===== src/rtl/game_timers_pkg.sv =====
// Shared constants for the game datapath and its controller.
//   STEP_W_DEF      : width of step/level counters
//   MAX_LEVEL_DEF   : level at which the game is won
//   TICK_CYCLES_DEF : clock cycles per prescaler tick (1 s at 50 MHz)
//   SHOW_TICKS_DEF  : ticks each FPGA symbol stays on display
//   TIMEOUT_TICKS_DEF : idle ticks before the user times out
package game_timers_pkg;

    localparam int unsigned STEP_W_DEF        = 4;
    localparam int unsigned MAX_LEVEL_DEF     = 15;
    localparam int unsigned TICK_CYCLES_DEF   = 50_000_000;
    localparam int unsigned SHOW_TICKS_DEF    = 1;
    localparam int unsigned TIMEOUT_TICKS_DEF = 5;

    // Counter width able to hold 0..n-1, never narrower than one bit.
    function automatic int unsigned cnt_width(input int unsigned n);
        return (n > 1) ? $clog2(n) : 1;
    endfunction

endpackage


===== src/rtl/tick_prescaler.sv =====
// Free-running prescaler producing a one-cycle tick every TICK_CYCLES clocks.
// Ports:
//   CLOCK : system clock, rising edge
//   reset : synchronous active-high reset
//   clr   : synchronous clear of the count (round restart)
//   tick  : registered 1-cycle pulse, high while the count sits at TICK_CYCLES-1
module tick_prescaler
    import game_timers_pkg::*;
#(
    parameter int unsigned TICK_CYCLES = TICK_CYCLES_DEF
) (
    input  logic CLOCK,
    input  logic reset,
    input  logic clr,
    output logic tick
);

    localparam int unsigned CW = cnt_width(TICK_CYCLES);
    localparam logic [CW-1:0] CNT_LAST = CW'(TICK_CYCLES - 1);

    logic [CW-1:0] cnt_q, cnt_d;
    logic          tick_q, tick_d;

    always_comb begin
        cnt_d  = (cnt_q == CNT_LAST) ? '0 : cnt_q + 1'b1;
        if (clr) begin
            cnt_d = '0;
        end
        // Registered decode of the next count so tick lines up with cnt == last.
        tick_d = (cnt_d == CNT_LAST);
    end

    always_ff @(posedge CLOCK) begin
        if (reset) begin
            cnt_q  <= '0;
            tick_q <= 1'b0;
        end else begin
            cnt_q  <= cnt_d;
            tick_q <= tick_d;
        end
    end

    assign tick = tick_q;

endmodule


===== src/rtl/game_timers.sv =====
// Counter/timer datapath driven by the game controller.
// Ports:
//   CLOCK, reset            : clock and synchronous active-high reset
//   R1                      : round clear (steps, prescaler, show/time counters, end_* flags)
//   R2                      : game clear (level, win)
//   E1 / E2 / E4            : enable playback / user step / user timeout counting
//   E3                      : level advance pulse
//   user_strobe             : one pulse per user symbol entry
//   step_FPGA, step_User    : playback and entry symbol indices
//   level                   : current level (round length = level+1)
//   tick                    : prescaler pulse
//   end_FPGA, end_User, end_time : sticky round-completion flags
//   win                     : level reached MAX_LEVEL
module game_timers
    import game_timers_pkg::*;
#(
    parameter int unsigned TICK_CYCLES   = TICK_CYCLES_DEF,
    parameter int unsigned SHOW_TICKS    = SHOW_TICKS_DEF,
    parameter int unsigned TIMEOUT_TICKS = TIMEOUT_TICKS_DEF,
    parameter int unsigned STEP_W        = STEP_W_DEF,
    parameter int unsigned MAX_LEVEL     = MAX_LEVEL_DEF
) (
    input  logic              CLOCK,
    input  logic              reset,
    input  logic              R1,
    input  logic              R2,
    input  logic              E1,
    input  logic              E2,
    input  logic              E3,
    input  logic              E4,
    input  logic              user_strobe,
    output logic [STEP_W-1:0] step_FPGA,
    output logic [STEP_W-1:0] step_User,
    output logic [STEP_W-1:0] level,
    output logic              tick,
    output logic              end_FPGA,
    output logic              end_User,
    output logic              end_time,
    output logic              win
);

    localparam int unsigned SW = cnt_width(SHOW_TICKS);
    localparam int unsigned TW = cnt_width(TIMEOUT_TICKS);
    localparam logic [SW-1:0]     SHOW_LAST    = SW'(SHOW_TICKS - 1);
    localparam logic [TW-1:0]     TIMEOUT_LAST = TW'(TIMEOUT_TICKS - 1);
    localparam logic [STEP_W-1:0] LEVEL_MAX    = STEP_W'(MAX_LEVEL);

    logic [SW-1:0]     show_cnt_q, show_cnt_d;
    logic [TW-1:0]     time_cnt_q, time_cnt_d;
    logic [STEP_W-1:0] step_fpga_q, step_fpga_d;
    logic [STEP_W-1:0] step_user_q, step_user_d;
    logic [STEP_W-1:0] level_q, level_d;
    logic              end_fpga_q, end_fpga_d;
    logic              end_user_q, end_user_d;
    logic              end_time_q, end_time_d;
    logic              win_q, win_d;
    logic              accept;

    tick_prescaler #(
        .TICK_CYCLES(TICK_CYCLES)
    ) u_prescaler (
        .CLOCK(CLOCK),
        .reset(reset),
        .clr  (R1),
        .tick (tick)
    );

    // Any enabled strobe restarts the idle timer, even once entry is complete.
    assign accept = E2 & user_strobe;

    always_comb begin
        show_cnt_d  = show_cnt_q;
        time_cnt_d  = time_cnt_q;
        step_fpga_d = step_fpga_q;
        step_user_d = step_user_q;
        level_d     = level_q;
        end_fpga_d  = end_fpga_q;
        end_user_d  = end_user_q;
        end_time_d  = end_time_q;
        win_d       = (level_q == LEVEL_MAX);

        // Playback: each symbol is shown for SHOW_TICKS ticks; last symbol sets end_FPGA.
        if (E1 && !end_fpga_q && tick) begin
            if (show_cnt_q == SHOW_LAST) begin
                show_cnt_d = '0;
                if (step_fpga_q == level_q) begin
                    end_fpga_d = 1'b1;
                end else begin
                    step_fpga_d = step_fpga_q + 1'b1;
                end
            end else begin
                show_cnt_d = show_cnt_q + 1'b1;
            end
        end

        // User entry.
        if (accept && !end_user_q) begin
            if (step_user_q == level_q) begin
                end_user_d = 1'b1;
            end else begin
                step_user_d = step_user_q + 1'b1;
            end
        end

        // Timeout: a strobe outranks a coincident tick or expiry.
        if (!E4) begin
            time_cnt_d = '0;
        end else if (!end_time_q) begin
            if (accept) begin
                time_cnt_d = '0;
            end else if (tick) begin
                if (time_cnt_q == TIMEOUT_LAST) begin
                    end_time_d = 1'b1;
                end else begin
                    time_cnt_d = time_cnt_q + 1'b1;
                end
            end
        end

        // Level advance saturates at the winning level.
        if (E3 && (level_q != LEVEL_MAX)) begin
            level_d = level_q + 1'b1;
        end

        if (R1) begin
            show_cnt_d  = '0;
            time_cnt_d  = '0;
            step_fpga_d = '0;
            step_user_d = '0;
            end_fpga_d  = 1'b0;
            end_user_d  = 1'b0;
            end_time_d  = 1'b0;
        end

        if (R2) begin
            level_d = '0;
            win_d   = 1'b0;
        end
    end

    always_ff @(posedge CLOCK) begin
        if (reset) begin
            show_cnt_q  <= '0;
            time_cnt_q  <= '0;
            step_fpga_q <= '0;
            step_user_q <= '0;
            level_q     <= '0;
            end_fpga_q  <= 1'b0;
            end_user_q  <= 1'b0;
            end_time_q  <= 1'b0;
            win_q       <= 1'b0;
        end else begin
            show_cnt_q  <= show_cnt_d;
            time_cnt_q  <= time_cnt_d;
            step_fpga_q <= step_fpga_d;
            step_user_q <= step_user_d;
            level_q     <= level_d;
            end_fpga_q  <= end_fpga_d;
            end_user_q  <= end_user_d;
            end_time_q  <= end_time_d;
            win_q       <= win_d;
        end
    end

    assign step_FPGA = step_fpga_q;
    assign step_User = step_user_q;
    assign level     = level_q;
    assign end_FPGA  = end_fpga_q;
    assign end_User  = end_user_q;
    assign end_time  = end_time_q;
    assign win       = win_q;

endmodule


===== config.mk =====
export PLATFORM = sky130hd
export DESIGN_NAME = game_timers
export DESIGN_NICKNAME = d
export VERILOG_FILES = /design/src/rtl/game_timers_pkg.sv /design/src/rtl/tick_prescaler.sv /design/src/rtl/game_timers.sv
export SDC_FILE = /design/constraint.sdc
export NUM_CORES = 1
export LEC_CHECK = 0
export ABC_AREA = 1
export CAP_MARGIN = 20
export CORE_MARGIN = 5
export CORE_UTILIZATION = 57
export DETAILED_ROUTE_END_ITERATION = 12
export GPL_TIMING_DRIVEN = 0
export PLACE_DENSITY = 0.8
export SLEW_MARGIN = 20
export SYNTH_ARGS = -nofsm -noshare
export SYNTH_HDL_FRONTEND = slang
export SYNTH_SLANG_ARGS = --single-unit

===== constraint.sdc =====
create_clock -name CLOCK -period 2.54 [get_ports CLOCK]
set_clock_uncertainty 0.2 [all_clocks]
set_input_delay 0.508 -clock CLOCK [delete_from_list [all_inputs] [get_ports CLOCK]]
set_output_delay 0.508 -clock CLOCK [all_outputs]
set_load 0.01 [all_outputs]

# After elaboration in Yosys (flattened, before gate mapping)
# Cells that the tools add are included.
dict set report word_totals {
  register_bits 47
  inputBits 9
  out_inout_bits 17
  word_cells 56
}
dict set report classes {
  add_sub_neg 6
  n_eq_ne 8
  muxes 10
  bitwise 6
  reduce_logical 15
}
# operator n
set op_table {}
lappend op_table {{26-bit equality test (second input constant)} 2}
lappend op_table {{26-bit 2-to-1 mux} 2}
lappend op_table {{26-bit by 1-bit adder with 26-bit output (second input constant)} 1}
lappend op_table {{4-bit by 1-bit adder with 4-bit output (second input constant)} 3}
lappend op_table {{3-bit 2-to-1 mux} 3}
lappend op_table {{3-bit AND reduction} 3}
lappend op_table {{4-bit equality test} 2}
lappend op_table {{1-bit 2-to-1 mux} 5}
lappend op_table {{1-bit inverter} 5}
lappend op_table {{4-bit equality test (second input constant)} 1}
lappend op_table {{1-bit logical AND} 4}
lappend op_table {{4-bit inequality test (second input constant)} 1}
lappend op_table {{2-bit AND reduction} 2}
lappend op_table {{2-bit OR reduction} 2}
lappend op_table {{3-bit by 1-bit adder with 3-bit output (second input constant)} 1}
lappend op_table {{3-bit equality test (second input constant)} 1}
lappend op_table {{3-bit OR reduction} 1}
lappend op_table {{1-bit logical NOT} 2}
lappend op_table {{2-bit inequality test (second input constant)} 1}
lappend op_table {{2-bit nonzero test} 1}
lappend op_table {{1-bit adder (second input constant)} 1}
lappend op_table {{1-bit AND} 1}

# Depth between registers and ports, before layout
dict set report depth {
  depth_word 5
  mapped_depth 14
  depth_no_buf 14
}

# Hierarchy
# A second synthesis with hierarchy kept.
dict set report unflattened {
  cells_unflattened 459
  area_unflattened_um2 2813.9
}
# module instances cells_per_inst area_each_um2 seq_area_each_um2
set modules_own_cells {}
lappend modules_own_cells {tick_prescaler 1 297 1760.4 540.5}
lappend modules_own_cells {game_timers 1 162 1053.5 380.4}

# Worst setup path before layout
# OpenSTA, ideal clock, no wires.
dict set report synth_path {
  path_type {register to register}
  startpoint {reg u_prescaler.cnt_q[0]}
  endpoint {reg u_prescaler.cnt_q[9]}
  setup_ps 64
  arrival_time_ps 1551
  required_time_ps 2276
  path_slack_ps 725
  stages_incl_launch_ff 12
  path_buffers 2
  synth_period_minus_slack_ps 1815
  path_cell_list {dfxtp_1 -> ha_1 -> nand2_2 -> inv_2 -> nand3_1 -> nor2_1 -> nand2_2 -> nand2_4 -> or2_1 -> buf_4 -> buf_6 -> nor2_1}
}
dict set report synth_between {
  elab_chain_cells 3
  word_cells_on_any_way 4
  classes_between {add/sub (1); eq/ne (1); mux (2)}
}
# element line_no
set synth_lines {}
lappend synth_lines {{start, declared} tick_prescaler.sv:21} ;# logic [CW-1:0] cnt_q, cnt_d;
lappend synth_lines {{start signal, assigned} tick_prescaler.sv:38} ;# cnt_q <= cnt_d;
lappend synth_lines {{26-bit by 1-bit adder with 26-bit output / 26-bit equality test (equally long branches)} tick_prescaler.sv:25} ;# cnt_d = (cnt_q == CNT_LAST) ? '0 : cnt_q + 1'b1;
lappend synth_lines {{26-bit 2-to-1 mux *} tick_prescaler.sv:25}
lappend synth_lines {{26-bit 2-to-1 mux *} tick_prescaler.sv:26} ;# if (clr) begin
# Mark *: on every way between the ends. The rest lies on a longest branch, timed or not.
# A chain may end at the register's enable or synchronous reset.

# Worst setup path in the final report
dict set report layout_path {
  startpoint {reg level_q[1] (netlist: level[1])}
  endpoint {out level[1]}
}
# element line_no
set layout_rtl {}
lappend layout_rtl {{start, declared} game_timers.sv:52} ;# logic [STEP_W-1:0] level_q, level_d;
lappend layout_rtl {{start signal, assigned} game_timers.sv:157} ;# level_q <= level_d;
lappend layout_rtl {{end, declared} game_timers.sv:34} ;# output logic [STEP_W-1:0] level,
# No word-level cell between the ends.

==> results.md <==
* Largest net degree at the start of global routing at 14
* Final worst setup slack at 474 ps
* Post-CTS setup buffers at 0
* Initial antenna violation count at 0
* Vias in the first global route at 2279
* Mapped Area at 2660 um^2
* Max-Cap Viols at 0
* Final Routed Wirelength at 5980 um
* Total Power at 1.22 mW
* Layout fillers at 381
* Req. time, crit path at 1830 ps
* Vias per cell at 5.18
* Switch share at 23.0%
* WP data arrival at 1360 ps
* DP HPWL at 4690 um
* Die area at 6140 um^2
* Drt initial violations at 194
* Clock Path Buffers at 2
* Mapped Cells at 402
* Clock root buffer: clkbuf_8
* Synth Area in Adders at 2.82%
* Pwr Density at 400 nW/um^2
* Final setup viols at 0
* Post-synthesis cell type count at 33
* Clk sinks at 46
* Fmax at 484 MHz
* Die Width at 78.3 um
* Internal at 0.941 mW
* CP startpoint kind: flip-flop
* Place WS at 213 ps
* Hold Vio Cnt, Final at 0
* CTS tree: done
* R2R Setup Slk at 510 ps
* Mux cell area share after synthesis at 0%
* First-pass GRT wire length at 10100 um
* Final ANT Viol Nets at 0
* TritonRoute pass-1 iters at 4
* Worst Path Max Fanout at 6
* Slew Limit Fails at 0
* CORE AREA at 4440 um^2
* Total GRT Usage at 20.1%
* Largest family of logic cells by synthesized area: simple AND/OR/NAND/NOR gates
* Worst skew pair latency at 290 ps
* IO Pins at 26
* CP bufs+invs at 1
* Clock-pin slew on the worst setup and hold paths at 80 ps
* Hold_buf cts at 0
* Rows at 24
* H-tree Lvls at 2
* Die H at 78.3 um
* Critical path class: flip-flop to output pin
* Final net count at 449
* Min-delay worst type: flip-flop to flip-flop
* Most frequent cells in the layout: nand2_1 (101), nor2_1 (75), inv_1 (50)
* Fraction of layout cells with a size suffix above 1 at 8.06%
* Psw at 0.282 mW
* Compound-Gate Fraction of Synth Area at 7.47%
* Part of the power in combinational logic at 5.7%
* Util after Layout at 68.8%
* Commonest non-fill, non-tap cell in the layout: nand2_1
* Slowest cell on the critical path: clkdlybuf4s50_1
* Slowest stage delay, CP at 600 ps
* Area share of and/or/nand/nor cells after synthesis at 41.5%
* CP endpoint kind: output pin
* # resized after CTS at 0
* IO buf count at 25
* Number of diodes at 0
* RSZ-0062 raised after global routing: false
* Routed len/inst at 12.3 um
* Max_slew headroom at 68.3%
* Worst Max-Slew Pin Slew at 476 ps
* Clock Power Share at 34.6%
* Pleak at 1.23 nW
* Mean Syn Cell Area at 6.62 um^2
* Clock buffer count from CTS at 5
* Residual DRC at 0
* Synth warn at 0
* Syn Nets at 417
* Sequential power share at 59.8%
* Via count at 2516
* Status: finished clean
* Post-synthesis register bit count at 46
* Top delay family on crit path: buffers and inverters
* Sequential fraction of the synthesis area at 34.6%
* CP Cell Sequence: clkdlybuf4s50_1
* P&R area growth vs syn at 14.8%
* Part of the cycle the worst path needs at 81.4%
* Setup tns final at 0 ps
* RePlAce Congestion at 0.935
* Remaining Overflow, GRT at 0
* Post-Synth XOR/XNOR Area at 4.84%
* Crit path time final at 2070 ps
* Peak supply drop at 360 uV
* Initial Utilization at 59.9%
==> final timing paths <==
kind	start	end	cells past startpoint
max	level[1]	level[1]	1
min	u_prescaler.cnt_q[0]	u_prescaler.cnt_q[0]	1
max reg2reg	u_prescaler.cnt_q[0]	u_prescaler.tick	13
min reg2reg	u_prescaler.cnt_q[0]	u_prescaler.cnt_q[0]	1
==> routing by layer <==
layer  GRT usage, %  wire (um)  vias up  share of wire, %
met3           4.00        283        7               4.7
met5              0          0        -                 0
met1           25.9       2820     1124                47
met2           34.4       2820       60                47
met4           5.42         61        0               1.0
li1               -          -     1325                 -
==> synthesized netlist by cell type <==
cell type	count	area, um^2
nand2_1	101	379
o21ai_0	11	55.1
a21oi_1	13	65.1
xor2_2	2	32.5
a211oi_1	3	22.5
nand4_1	11	68.8
buf_6	1	11.3
ha_1	6	75.1
xnor2_1	8	70.1
inv_1	50	188
xor2_1	3	26.3
o21a_1	2	15.0
nand2_4	4	45.0
nand3_2	2	20.0
or2_1	1	6.26
a41oi_1	1	8.76
dfxtp_1	46	921
nor2_8	1	20.0
buf_4	1	7.51
nor4_1	2	12.5
nor2_2	4	25.0
nor2_1	75	282
clkbuf_1	3	11.3
o21bai_1	2	15.0
nor2_4	5	56.3
and2_1	1	6.26
nand2_2	4	25.0
nand3_1	25	125
inv_2	4	15.0
a31oi_1	1	6.26
nor3_1	7	35.0
o22ai_1	1	6.26
o21ai_1	1	5.00
==> cells by family (layout without fill, tap and decap cells) <==
kind of cell               Yosys count  in the layout
AOI/OAI and AO/OA                   35             35
adders and majority gates            6              6
and+or+nand+nor                    243            243
DFF                                 46             46
buffers and inverters               59             91
xor gates and xnor gates            13             13
==> power groups by stage <==
stage | logic [mW] | registers, mW | clock network (mW)
final | 0.0692 | 0.731 | 0.423
after global routing | 0.0768 | 0.732 | 0.465
after CTS | 0.0694 | 0.731 | 0.435
after detailed placement | 0.0690 | 0.748 | 0
after global placement | 0.0669 | 0.748 | 0
after floorplan | 0.0379 | 0.748 | 0
==> worst register-to-register path: stages (launching register included) <==
cell     delay, ps
dfxtp_1        390
ha_1           220
nand2_2        120
nor2_8         190
nand3_2        140
nand2_1         90
nand2_1         60
inv_1           50
nand2_1         40
nor2_1         160
nand2_1         80
nor2_1         100
nand2_1         60
nor2_1          80
==> layout make-up <==
class	instances	area, um^2	area share [%]
multi-input cells	297	1510	49.4
flip-flops and latches	46	921	30.1
repair buffers	25	250	8.19
inverters	54	203	6.63
clock buffers	5	68.8	2.25
well taps	52	65.1	2.13
plain buffers	5	30.0	0.982
clock inverters	2	10.0	0.327
==> registers in the layout, indices dropped and copies added, names as in the netlist <==
name / count
u_prescaler.cnt_q: 26
level: 4
step_FPGA: 4
step_User: 4
time_cnt_q: 3
end_FPGA: 1
end_User: 1
end_time: 1
u_prescaler.tick: 1
win: 1
==> through the flow <==
| stage | hold slack [ps] | cells | instance area (um^2) |
|---|---|---|---|
| 3_5_place_dp | 270 | 479 | 2980 |
| 3_3_place_gp | 256 | 479 | 2980 |
| 4_1_cts | 291 | 486 | 3060 |
| 5_1_grt | 319 | 486 | 3060 |
| 2_1_floorplan | 240 | 402 | 2660 |
| 6_report | 286 | 486 | 3060 |
Note: power is estimated with default switching activity, not from simulation.
